==> config.mk <==
export PLATFORM = sky130hd
export DESIGN_NAME = sseg_capture
export DESIGN_NICKNAME = d
export VERILOG_FILES = /design/src/rtl/sseg_capture.sv
export SDC_FILE = /design/constraint.sdc
export NUM_CORES = 1
export LEC_CHECK = 0
export BUFFER_PORTS_ARGS = -buffer_cell sky130_fd_sc_hd__buf_4
export CORE_UTILIZATION = 52
export CTS_CLUSTER_DIAMETER = 40
export DETAILED_ROUTE_END_ITERATION = 10
export PLACE_DENSITY = 0.74
export SYNTH_ARGS = -nofsm -noshare
export SYNTH_HDL_FRONTEND = slang
export SYNTH_SLANG_ARGS = --single-unit
==> constraint.sdc <==
create_clock -name clk -period 1.76 [get_ports clk]
set_input_delay 0.088 -clock clk [delete_from_list [all_inputs] [get_ports clk]]
set_output_delay 0.088 -clock clk [all_outputs]
set_load 0.02 [all_outputs]
==> src/rtl/sseg_capture.sv <==
// Recovers hex digits from a multiplexed active-low seven-segment display bus.
// A sample must hold steady before it is decoded; four distinct legal digits form a frame.
module sseg_capture #(
  parameter int STABLE_CYCLES = 4
) (
  input  logic        clk,
  input  logic        reset,
  input  logic [3:0]  an,
  input  logic [6:0]  seg,
  output logic [15:0] hex,
  output logic [3:0]  digit_valid,
  output logic        frame_valid,
  output logic        pattern_err
);

  logic [10:0]     s1;
  logic [3:0]      cnt;
  logic [3:0][3:0] dreg;
  logic [3:0]      seen;

  logic [10:0]     raw;
  logic            stable, fire, onehot, legal;
  logic [3:0]      sel, new_seen;
  logic [1:0]      idx;
  logic [3:0]      nib;
  logic [3:0][3:0] nxt_d;

  always_comb begin
    raw    = {an, seg};
    stable = (raw == s1);
    // Fires only on the single edge where the count reaches saturation.
    fire   = stable && (cnt == 4'(STABLE_CYCLES - 1));
    sel    = ~s1[10:7];
    onehot = (sel != 4'b0) && ((sel & (sel - 4'd1)) == 4'b0);
    idx    = 2'd0;
    for (int i = 0; i < 4; i++)
      if (sel[i]) idx = 2'(i);
    legal = 1'b1;
    nib   = 4'h0;
    case (s1[6:0])
      7'b1000000: nib = 4'h0;
      7'b1111001: nib = 4'h1;
      7'b0100100: nib = 4'h2;
      7'b0110000: nib = 4'h3;
      7'b0011001: nib = 4'h4;
      7'b0010010: nib = 4'h5;
      7'b0000010: nib = 4'h6;
      7'b1111000: nib = 4'h7;
      7'b0000000: nib = 4'h8;
      7'b0010000: nib = 4'h9;
      7'b0001000: nib = 4'hA;
      7'b0000011: nib = 4'hB;
      7'b1000110: nib = 4'hC;
      7'b0100001: nib = 4'hD;
      7'b0000110: nib = 4'hE;
      7'b0001110: nib = 4'hF;
      default:    legal = 1'b0;
    endcase
    new_seen   = seen | (4'b0001 << idx);
    nxt_d      = dreg;
    nxt_d[idx] = nib;
  end

  always_ff @(posedge clk) begin
    if (reset) begin
      s1          <= {4'b1111, 7'b1111111};
      cnt         <= 4'd0;
      dreg        <= '0;
      seen        <= 4'b0;
      hex         <= 16'h0000;
      digit_valid <= 4'b0;
      frame_valid <= 1'b0;
      pattern_err <= 1'b0;
    end else begin
      s1          <= raw;
      frame_valid <= 1'b0;
      pattern_err <= 1'b0;
      if (!stable)
        cnt <= 4'd0;
      else if (cnt != 4'(STABLE_CYCLES))
        cnt <= cnt + 4'd1;
      if (fire && onehot) begin
        if (legal) begin
          dreg[idx]        <= nib;
          digit_valid[idx] <= 1'b1;
          if (new_seen == 4'b1111) begin
            hex         <= nxt_d;
            frame_valid <= 1'b1;
            seen        <= 4'b0;
          end else begin
            seen <= new_seen;
          end
        end else begin
          pattern_err      <= 1'b1;
          digit_valid[idx] <= 1'b0;
          seen             <= 4'b0;
        end
      end
    end
  end

endmodule
==> metrics.csv <==
metric,value,unit
Reg area,1160,sq um
P_leak,0.00206,uW
launch point of the worst path,s1[0],
Die Span Y,77.9,um
worst skew pair latency,350,ps
drt pass-1 iters,8,
final-report setup violation count,42,
"FFs w/ async S/R, synth",0,%
Power Dens Cells,672,nW/um^2
Filler cells,230,
I/O Buffers,34,
placed cell count,486,
area of the core,5540,sq um
Slew @ Worst Pin,618,ps
Layout Utilization,86.8,%
Worst EP required,2000,ps
setup TNS,-19790,ps
CP Max Fanout,7,
Die W,77.9,um
cells on worst reg2reg path,9,
failing checks,setup timing,
"Seq/Total Area, Yosys",38.0,%
Routed Antenna Nets,0,
yosys warns,0,
Clock Tree Buf Depth,2,
FMAX,434,MHz
"IR drop worst, VDD",815,uV
Num CTS Buffers,9,
Mapped Avg Cell Area,8.67,sq um
Fin Clk Skew,14.5,ps
IO Pins,35,
mean routed wirelength per cell,23.1,um
final WL,12.3,mm
vias in the first global route,3162,
CP Launch Type,flop,
layout cells sized above 1,47.4,%
nets,470,
via count,3529,
Initial Util,54.1,%
compound-gate portion of the synthesized area,17.9,%
clock-pin slew on the worst setup and hold paths,70,ps
total track usage,33.4,%
Worst Path Arrival,2540,ps
post-synth cell types,60,
Final period util,131,%
Post-synth EDFFs,0,
Post-Synth Simple-Gate Area,25.9,%
final cell count without fillers,530,
Main synth FF type,dfxtp_1,
synthesis-to-layout area growth,60.3,%
die area,6080,sq um
first-pass GRT wire length,15.3,mm
Multi-input gate area,2160,sq um
worst r2r src,s1[0],
synthesized net count,361,
min Tclk post-route,2300,ps
synthesized flop and latch total,57,
ranking of synthesized cells by area,"dfxtp_1 (38%), mux2i_1 (6.3%), nand2_1 (4.1%), xnor2_1 (3.8%), nor2_1 (3.1%)",
maxcap violations,0,
Critical Setup Path Class,flop to flop,
vias per cell,6.66,
R2R Path End,dreg[11],
R2R setup slack,-540,ps
most common cell in the netlist,dfxtp_1,
ant diodes,0,
num rows,27,
CTS tree,done,
Final WS setup,-544,ps
Adder-Cell Fraction of Synth Area,0.834,%
RSZ-0062 raised after global routing,true,
Synth top cells by count,"dfxtp_1 (57), nand2_1 (33), nor2_1 (25)",
largest family of logic cells by synthesized area,simple AND/OR/NAND/NOR gates,
Setup crit end kind,flop,
post-synth top area cell,dfxtp_1,
grt ovf,0,
Post-DP HPWL,5.29,mm
Routability Congestion,0.880,
H-tree depth,3,
Hold Crit Start,reset,
Max-slew headroom,57.8,%
hold path cells,3,
# DRC,0,
Root Buffer,clkbuf_8,
initial antenna violation count,0,
Yosys top cell area share,38.0,%
mux share of post-synthesis cell area,6.34,%
Hold Crit Class,primary input to flop,
clk sinks,57,
XOR/XNOR Fraction of Synth Area,4.34,%
end of the critical path,dreg[11],
pin count of the biggest net entering global routing,34,
Detailed Route Iter0 Violations,425,
outcome,"complete, but fails checks",
Synth Instances,346,
mapped cell area,3000,sq um
final hold violation count,0,
Slew Limit Fails,0,
==> timing repair <==
item | in CTS | in global routing
cloned | 2 | 3
hold buffers | 11 | 0
setup endpoints to repair | 42 | 42
buffers inserted | 7 | 8
resized for setup | 54 | 53
hold endpoints to repair | 11 | 0
pin swaps | 5 | 24
==> routing by layer <==
metal	vias to the layer above	wire length [um]	share of wire [%]	global-route usage (%)
met2	295	6060	49	59.3
met4	0	960	7.8	22.2
met1	1677	4140	34	34.4
met3	98	1090	8.9	8.82
li1	1459	-	-	-
met5	-	0	0	0
==> flip-flops by register name, indices dropped and copies added, names as in the netlist, named ones only <==
name / flops
seen: 4
cnt: 4
frame_valid: 1
pattern_err: 1
dreg: 16
hex: 16
s1: 11
==> cells by family (layout without fill, tap and decap cells) <==
| family | after synthesis | after routing |
|---|---|---|
| and+or+nand+nor | 139 | 139 |
| AOI/OAI and AO/OA | 78 | 78 |
| adders and majority gates | 2 | 2 |
| buffers and inverters | 37 | 149 |
| muxes | 19 | 19 |
| xor gates and xnor gates | 14 | 14 |
| DFF | 57 | 57 |
==> stage by stage <==
stage,hold slack [ps],power (uW),area [sq um],setup slack (ps)
after floorplan,195,1550,3070,-171
after global placement,294,1670,3740,-380
after detailed placement,297,1680,3740,-456
after CTS,233,3110,4390,-266
after global routing,314,3310,4810,-688
final,300,3230,4810,-544
==> worst max-delay path, cell delays in order (launching register included) <==
cell and delay, ps:
dfxtp_4 380, buf_6 150, and3_4 200, a22oi_2 310
o31ai_2 160, buf_4 170, nor3_2 310, buf_6 210
nor4_4 70, a31o_2 230
==> final cells by class <==
class | instances | share of cell area (%)
Sequential cell | 57 | 24.2
Clock inverter | 3 | 1.35
Inverter | 10 | 0.781
Timing Repair Buffer | 125 | 23.7
Clock buffer | 11 | 3.15
Multi-Input combinational cell | 252 | 44.9
Tap cell | 72 | 1.87
==> power by group <==
group / internal (uW) / switching [uW] / leakage (uW)
clock: 857 / 558 / 0.000111
sequential: 1300 / 31.6 / 0.000463
combinational: 229 / 257 / 0.00149
total: 2390 / 847 / 0.00206
==> cell usage in the layout, fill, tap and decap left out, drive strengths merged, types with 10 or more instances in the layout <==
master / instances
nand2: 33
nand3: 13
mux2i: 19
dfxtp: 57
buf: 112
or2: 14
dlygate4sd3: 11
nor2: 25
xnor2: 14
inv: 10
clkbuf: 13
a21oi: 15
o21ai: 18
==> how the worst min path moves through the flow <==
stage | to | slack (ps)
5_1_grt | frame_valid | 310
2_1_floorplan | s1[3] | 190
4_1_cts | flop | 230
6_report | frame_valid | 300
3_5_place_dp | s1[10] | 300
3_3_place_gp | s1[7] | 290
Power figures use the tool's default switching activity.
